**config.mk**
```make
export PLATFORM = sky130hd
export DESIGN_NAME = temp_conv_sched_flat
export DESIGN_NICKNAME = d
export VERILOG_FILES = /design/src/rtl/temp_conv_pkg.sv /design/src/rtl/temp_conv_sched_if.sv /design/src/rtl/rr_arb2.sv /design/src/rtl/temp_conv_sched.sv /design/src/flat_wrapper.sv
export SDC_FILE = /design/constraint.sdc
export NUM_CORES = 1
export LEC_CHECK = 0
export ABC_AREA = 1
export CORE_MARGIN = 2
export CORE_UTILIZATION = 41
export DETAILED_ROUTE_END_ITERATION = 7
export PLACE_DENSITY = 0.75
export SYNTH_ARGS = -nofsm -noshare
export SYNTH_HDL_FRONTEND = slang
export SYNTH_SLANG_ARGS = --single-unit
export TNS_END_PERCENT = 1
```
**constraint.sdc**
```tcl
create_clock -name clk -period 1.9 [get_ports clk]
set_input_delay 0.475 -clock clk [delete_from_list [all_inputs] [get_ports clk]]
set_output_delay 0.475 -clock clk [all_outputs]
set_load 0.005 [all_outputs]
```
**src/rtl/temp_conv_pkg.sv**
```systemverilog
// Shared definitions for the temperature conversion scheduler.
//   conv_state_t : scheduler FSM states
//   temp_fmt_t   : request format (F->C = 0, C->F = 1)
//   C_/F_ limits : legal input ranges, F_BASE_DEF : ROM base of the F->C table
//   in_range()   : legality check for a (temperature, format) pair
package temp_conv_pkg;

    typedef enum logic [1:0] {
        ST_IDLE = 2'd0,
        ST_READ = 2'd1,
        ST_WAIT = 2'd2,
        ST_RESP = 2'd3
    } conv_state_t;

    typedef enum logic {
        FMT_F2C = 1'b0,
        FMT_C2F = 1'b1
    } temp_fmt_t;

    localparam int unsigned C_MIN      = 0;
    localparam int unsigned C_MAX      = 100;
    localparam int unsigned F_MIN      = 32;
    localparam int unsigned F_MAX      = 212;
    localparam int unsigned F_BASE_DEF = 128;

    // C_MIN is 0, so the lower Celsius bound is implied by the unsigned input.
    function automatic logic in_range(input int unsigned t, input temp_fmt_t f);
        if (f == FMT_C2F) return (t <= C_MAX);
        else              return (t >= F_MIN) && (t <= F_MAX);
    endfunction

endpackage

```
**src/rtl/temp_conv_sched_if.sv**
```systemverilog
// Request/response bundle between the two requesters, the response consumer
// and the scheduler.
//   master : requester/consumer side (drives requests and resp_ready)
//   slave  : scheduler side (drives req_ready and the response)
interface temp_conv_sched_if #(
    parameter int SIZE = 8
);
    logic [1:0]           req_valid;
    logic [1:0]           req_ready;
    logic [1:0][SIZE-1:0] req_temp;
    logic [1:0]           req_fmt;
    logic                 resp_valid;
    logic                 resp_ready;
    logic [SIZE-1:0]      resp_data;
    logic                 resp_id;
    logic                 resp_err;

    modport master (
        output req_valid, req_temp, req_fmt, resp_ready,
        input  req_ready, resp_valid, resp_data, resp_id, resp_err
    );

    modport slave (
        input  req_valid, req_temp, req_fmt, resp_ready,
        output req_ready, resp_valid, resp_data, resp_id, resp_err
    );
endinterface

```
**src/rtl/rr_arb2.sv**
```systemverilog
// Two-way round-robin arbiter.
//   clk, rst : clock, async active-low reset
//   en       : arbitration allowed this cycle (scheduler idle)
//   req      : request vector
//   advance  : pulse on handshake; records the current grant as last grant
//   gnt      : one-hot or zero grant, combinational from req/en/last grant
module rr_arb2 (
    input  logic       clk,
    input  logic       rst,
    input  logic       en,
    input  logic [1:0] req,
    input  logic       advance,
    output logic [1:0] gnt
);
    logic last_q, last_d;

    always_comb begin
        gnt = 2'b00;
        if (en) begin
            case (req)
                2'b01:   gnt = 2'b01;
                2'b10:   gnt = 2'b10;
                // tie: serve whoever was not granted last
                2'b11:   gnt = last_q ? 2'b01 : 2'b10;
                default: gnt = 2'b00;
            endcase
        end
        last_d = advance ? gnt[1] : last_q;
    end

    // last grant starts at 1 so requester 0 wins the first tie
    always_ff @(posedge clk or negedge rst) begin
        if (!rst) last_q <= 1'b1;
        else      last_q <= last_d;
    end
endmodule

```
**src/rtl/temp_conv_sched.sv**
```systemverilog
// Shares one synchronous conversion ROM between two requesters.
//   clk, rst   : clock, async active-low reset
//   bus        : request/response interface (slave side)
//   rom_en     : ROM read enable, high for the single READ cycle
//   rom_addr   : ROM address, holds its last value outside READ
//   rom_data   : ROM read data, valid ROM_LAT cycles after rom_en
//   busy       : FSM not idle
// Flow: IDLE -(grant)-> READ -> WAIT(ROM_LAT) -> RESP -> IDLE; an out-of-range
// request goes IDLE -> RESP with data 0 and err set, without touching the ROM.
module temp_conv_sched
    import temp_conv_pkg::*;
#(
    parameter int SIZE    = 8,
    parameter int ADDR_W  = 9,
    parameter int ROM_LAT = 1,
    parameter int F_BASE  = F_BASE_DEF
) (
    input  logic                clk,
    input  logic                rst,
    temp_conv_sched_if.slave    bus,
    output logic                rom_en,
    output logic [ADDR_W-1:0]   rom_addr,
    input  logic [SIZE-1:0]     rom_data,
    output logic                busy
);
    localparam int CNT_W = (ROM_LAT > 1) ? $clog2(ROM_LAT) : 1;

    conv_state_t       state_q, state_d;
    logic [SIZE-1:0]   temp_q, temp_d;
    temp_fmt_t         fmt_q, fmt_d;
    logic              id_q, id_d;
    logic [CNT_W-1:0]  wcnt_q, wcnt_d;
    logic [ADDR_W-1:0] rom_addr_q, rom_addr_d;
    logic [SIZE-1:0]   resp_data_q, resp_data_d;
    logic              resp_err_q, resp_err_d;

    logic [1:0]        gnt;
    logic              hs;
    logic              sel_id;
    logic [SIZE-1:0]   sel_temp;
    temp_fmt_t         sel_fmt;
    logic [ADDR_W-1:0] map_addr;

    rr_arb2 u_arb (
        .clk     (clk),
        .rst     (rst),
        .en      (state_q == ST_IDLE),
        .req     (bus.req_valid),
        .advance (hs),
        .gnt     (gnt)
    );

    assign bus.req_ready = gnt;
    assign hs            = |gnt;
    assign sel_id        = gnt[1];
    assign sel_temp      = bus.req_temp[sel_id];
    assign sel_fmt       = temp_fmt_t'(bus.req_fmt[sel_id]);

    // F->C entries start at F_BASE for 32F; wraps at ADDR_W bits by design
    assign map_addr = (fmt_q == FMT_C2F) ? ADDR_W'(temp_q)
                    : ADDR_W'(F_BASE) + ADDR_W'(temp_q) - ADDR_W'(F_MIN);

    always_comb begin
        state_d     = state_q;
        temp_d      = temp_q;
        fmt_d       = fmt_q;
        id_d        = id_q;
        wcnt_d      = wcnt_q;
        rom_addr_d  = rom_addr_q;
        resp_data_d = resp_data_q;
        resp_err_d  = resp_err_q;
        rom_en      = 1'b0;
        rom_addr    = rom_addr_q;

        case (state_q)
            ST_IDLE: begin
                if (hs) begin
                    temp_d = sel_temp;
                    fmt_d  = sel_fmt;
                    id_d   = sel_id;
                    // checked on the value being captured so the error
                    // response can be presented the very next cycle
                    if (in_range(32'(sel_temp), sel_fmt)) begin
                        state_d = ST_READ;
                    end else begin
                        state_d     = ST_RESP;
                        resp_data_d = '0;
                        resp_err_d  = 1'b1;
                    end
                end
            end
            ST_READ: begin
                rom_en     = 1'b1;
                rom_addr   = map_addr;
                rom_addr_d = map_addr;
                wcnt_d     = '0;
                state_d    = ST_WAIT;
            end
            ST_WAIT: begin
                if (wcnt_q == CNT_W'(ROM_LAT - 1)) begin
                    resp_data_d = rom_data;
                    resp_err_d  = 1'b0;
                    wcnt_d      = '0;
                    state_d     = ST_RESP;
                end else begin
                    wcnt_d = wcnt_q + 1'b1;
                end
            end
            ST_RESP: begin
                if (bus.resp_ready) state_d = ST_IDLE;
            end
            default: state_d = ST_IDLE;
        endcase
    end

    always_ff @(posedge clk or negedge rst) begin
        if (!rst) begin
            state_q     <= ST_IDLE;
            temp_q      <= '0;
            fmt_q       <= FMT_F2C;
            id_q        <= 1'b0;
            wcnt_q      <= '0;
            rom_addr_q  <= '0;
            resp_data_q <= '0;
            resp_err_q  <= 1'b0;
        end else begin
            state_q     <= state_d;
            temp_q      <= temp_d;
            fmt_q       <= fmt_d;
            id_q        <= id_d;
            wcnt_q      <= wcnt_d;
            rom_addr_q  <= rom_addr_d;
            resp_data_q <= resp_data_d;
            resp_err_q  <= resp_err_d;
        end
    end

    assign bus.resp_valid = (state_q == ST_RESP);
    assign bus.resp_data  = resp_data_q;
    assign bus.resp_id    = id_q;
    assign bus.resp_err   = resp_err_q;
    assign busy           = (state_q != ST_IDLE);
endmodule

```
**src/flat_wrapper.sv**
```systemverilog
// flat-port wrapper written by rule: the top's interface ports become plain ports
module temp_conv_sched_flat import temp_conv_pkg::*;
#(
    parameter int SIZE    = 8,
    parameter int ADDR_W  = 9,
    parameter int ROM_LAT = 1,
    parameter int F_BASE  = F_BASE_DEF
)
  (clk, rst, rom_en, rom_addr, rom_data, busy, bus_req_valid, bus_req_temp, bus_req_fmt, bus_resp_ready, bus_req_ready, bus_resp_valid, bus_resp_data, bus_resp_id, bus_resp_err);
  temp_conv_sched_if #(.SIZE(SIZE)) bus_i ();
  input  logic clk;
  input  logic rst;
  output logic rom_en;
  output logic [ADDR_W-1:0] rom_addr;
  input  logic [SIZE-1:0] rom_data;
  output logic busy;
  input wire logic [$bits(bus_i.req_valid)-1:0] bus_req_valid;
  input wire logic [$bits(bus_i.req_temp)-1:0] bus_req_temp;
  input wire logic [$bits(bus_i.req_fmt)-1:0] bus_req_fmt;
  input wire logic [$bits(bus_i.resp_ready)-1:0] bus_resp_ready;
  output wire logic [$bits(bus_i.req_ready)-1:0] bus_req_ready;
  output wire logic [$bits(bus_i.resp_valid)-1:0] bus_resp_valid;
  output wire logic [$bits(bus_i.resp_data)-1:0] bus_resp_data;
  output wire logic [$bits(bus_i.resp_id)-1:0] bus_resp_id;
  output wire logic [$bits(bus_i.resp_err)-1:0] bus_resp_err;
  assign bus_i.req_valid = bus_req_valid;
  assign bus_i.req_temp = bus_req_temp;
  assign bus_i.req_fmt = bus_req_fmt;
  assign bus_i.resp_ready = bus_resp_ready;
  assign bus_req_ready = bus_i.req_ready;
  assign bus_resp_valid = bus_i.resp_valid;
  assign bus_resp_data = bus_i.resp_data;
  assign bus_resp_id = bus_i.resp_id;
  assign bus_resp_err = bus_i.resp_err;
  temp_conv_sched #(.SIZE(SIZE), .ADDR_W(ADDR_W), .ROM_LAT(ROM_LAT), .F_BASE(F_BASE)) u_core (.clk(clk), .rst(rst), .bus(bus_i), .rom_en(rom_en), .rom_addr(rom_addr), .rom_data(rom_data), .busy(busy));
endmodule
```
==> metrics.txt <==
Routed WL per cell between 10 and 15 microns; Setup Viol. Count Final 21; unrepaired setup endpoints after global routing true; initial drt markers between 80 and 90; Area Overhead vs Synth 69.1%; status finished, violations left; Worst-path clk slew 0.07 ns; YS warnings 0; EDFF count, synth 0; Root Buffer clkbuf_8; vias in the first global route roughly 1,600; sequential standard cell area 777 sq um; first-pass GRT wire length 7050 microns; syn nets 257; fmax 459 MHz; PortBufs 54; clk_skew 0.00783 ns; Setup crit end kind flip-flop; DIE WIDTH ~70 microns; DRC viols 0; clock latency on the worst-skew pair 0.28 ns; GP Congestion 0.858; CTS tree yes; drt first pass iters 4; Max IR drop VDD 755 uV; cells after synthesis 220; final hold violations 0; die area ~4700 sq um; post-place setup slack -0.428 ns; failing checks negative setup slack; CTS Buffer Depth 2; Leakage 1.50 nW; Avg Synthesized Cell Area a little under 8 sq um; Core ar. approximately 4000 sq um; pwr dens between 1000 and 1500 nW/um^2; register area share after synthesis 45.6%; Setup crit start u_core.state_q[1]$_DFFE_PN0P_; most instantiated library cell after synthesis nand2_1; critical path launch point type flip-flop; layout cells sized above 1 35.3%; H-tree Lvls 2; Post-DRT Antenna Nets 0; WP data required 2.06 ns; Via Count between 1,500 and 2,000; initial core utilization 42.6%; hold_sp u_core.rom_addr_q[3]$_DFF_PN0_; synth top area cells dfrtp_1 44%, nand2_1 19%, inv_1 5.1%; Synth Cell Area 1700 sq um; Period minus WS final 2.18 ns; worst relative slew slack 61.4%; post-synth top area share 44.1%; Reg2Reg Launch Point u_core.state_q[1]$_DFFE_PN0P_; clock sinks 31; biggest area consumer among synthesized cells dfrtp_1; critical path, cell by cell inv_2, buf_6, ha_4, nand2_4, clkinv_4, nand2_8, buf_6, or2_1, o21ai_2, nand2_1, nand2_1, nand2_1, nand2_2, nand2_4, nand2_8, nand2_8, nand2_1, nand2_1; slowest stage delay, CP 0.40 ns; area of the multi-input gates 942 sq um; final-stage net count 356; Yosys cell types 29; Ports 55; hold_buf cts 0; Most common cell on crit path nand2_1; antenna violations before repair 0; Antenna Cells 0; pin count of the biggest net entering global routing 32; GRT Overall Usage 20.2%; fin. max-slew vios 0; slew of the pin with the lowest slew margin 0.577 ns; Slowest cell on crit path dfrtp_1; gr ovfl total 0; fraction of registers with async set/reset 100%; CTS Buf Count 5; max-cap violations 0; fin cells 370; fillers 284; Hold Path Class reg -> reg; Site Rows 23; crit share post-route 115%; DIE HEIGHT 68.4 microns; post-DP HPWL 2920 microns; Synth Register Bits 31; final instance area about 2900 sq um; commonest cells in the netlist 88 x nand2_1, 30 x dfrtp_1, 23 x inv_1; final wirelength 4570 microns; ys flop type dfrtp_1; post-layout worst setup margin -0.277 ns; Placement Cell Area approximately 2500 sq um; vias per cell about 4.7; crit path max fanout 9; placed cell count 349; critical path type reg -> reg; worst path arrival time 2.34 ns
## per-stage QoR
step / utilization [%] / hold slack (ns) / power (mW) / TNS [ns]
finish: 72.0 / 0.473 / 4.28 / -3.56
global route: 72.0 / 0.520 / 4.60 / -5.59
CTS: 69.4 / 0.479 / 4.05 / -2.58
detailed placement: 62.6 / 0.459 / 3.17 / -7.83
global placement: 62.6 / 0.451 / 3.12 / -6.84
floorplan: - / 0.179 / 2.12 / 0
## critical path: cells and delay by family, from the launching register on
| kind | cells | cell delay [ns] |
|---|---|---|
| flip-flops | 1 | 0.40 |
| buffers and inverters | 4 | 0.36 |
| adder cells (fa/ha/maj) | 1 | 0.14 |
| AND/OR/NAND/NOR | 12 | 1.06 |
| AO/OA/AOI/OAI | 1 | 0.08 |
## worst paths after layout
| kind | to | slack, ns | cells after the start |
|---|---|---|---|
| max | u_core.bus.resp_data[0]$_DFFE_PN0P_ | -0.28 | 18 |
| min | u_core.rom_addr_q[3]$_DFF_PN0_ | 0.47 | 2 |
| max reg2reg | u_core.bus.resp_data[0]$_DFFE_PN0P_ | -0.28 | 18 |
| min reg2reg | u_core.rom_addr_q[3]$_DFF_PN0_ | 0.47 | 2 |
| max in group asynchronous | u_core.u_arb.last_q$_DFFE_PN1P_ | 1.00 | 2 |
| min in group asynchronous | u_core.rom_addr_q[4]$_DFF_PN0_ | 0.59 | 2 |
## power by group
group	internal (mW)	leakage (nW)	total, mW	switching (mW)
logic	1.22	1.05	2.48	1.26
clock network	0.424	0.0612	0.677	0.253
registers	0.955	0.389	1.13	0.173
total	2.60	1.50	4.28	1.69
## routing by layer
| metal | GRT usage [%] | share of wire [%] | vias to the layer above |
|---|---|---|---|
| li1 | - | - | 878 |
| met1 | 25.4 | 42 | 804 |
| met2 | 34.4 | 53 | 55 |
| met3 | 3.45 | 4.1 | 5 |
| met4 | 7.50 | 1.2 | 0 |
| met5 | 0 | 0 | - |
## flip-flops by register name, summed over array words and instances, names as in the netlist
register and flops:
u_core.bus.resp_data 8, u_core.rom_addr_q 9, u_core.u_arb.last_q 1, u_core.state_q 2
u_core.bus.resp_id 1, u_core.temp_q 8, u_core.bus.resp_err 1, u_core.fmt_q 1
## cell usage in the layout, fill, tap and decap left out, types with 5 or more instances in the layout
cell and count:
nand2_1 76, clkdlybuf4s50_1 39, buf_4 33, dfrtp_1 30, inv_1 21, nand2_2 19
o21ai_1 8, nor2_1 7, buf_6 7, nand3_1 6, o21ai_0 6, clkbuf_8 6
buf_2 6, o21ai_2 5, nand3_2 5
## cell families (layout without fill, tap and decap cells)
| group | Yosys count | count (layout) | synth area share (%) |
|---|---|---|---|
| simple gates | 124 | 125 | 33.2 |
| buf+inv | 33 | 132 | 8.16 |
| flops | 31 | 31 | 45.6 |
| compound gates | 25 | 25 | 8.08 |
| fa+ha+maj | 6 | 6 | 4.41 |
| xor+xnor | 1 | 1 | 0.514 |
## area by class of cell
cell class	count	area share (%)
Clock inverter	2	1.22
Multi-Input combinational cell	157	32.7
Sequential cell	31	27.0
Inverter	28	4.35
Clock buffer	6	2.87
Tap cell	50	2.17
Timing Repair Buffer	96	29.7
## timing repair
action,CTS,global route
pin swaps,8,13
hold endpoints to repair,0,0
setup endpoints to repair,25,24
buffers inserted,8,4
gates cloned,1,0
gates resized for setup,66,32
Note: power is estimated with default switching activity, not from simulation.
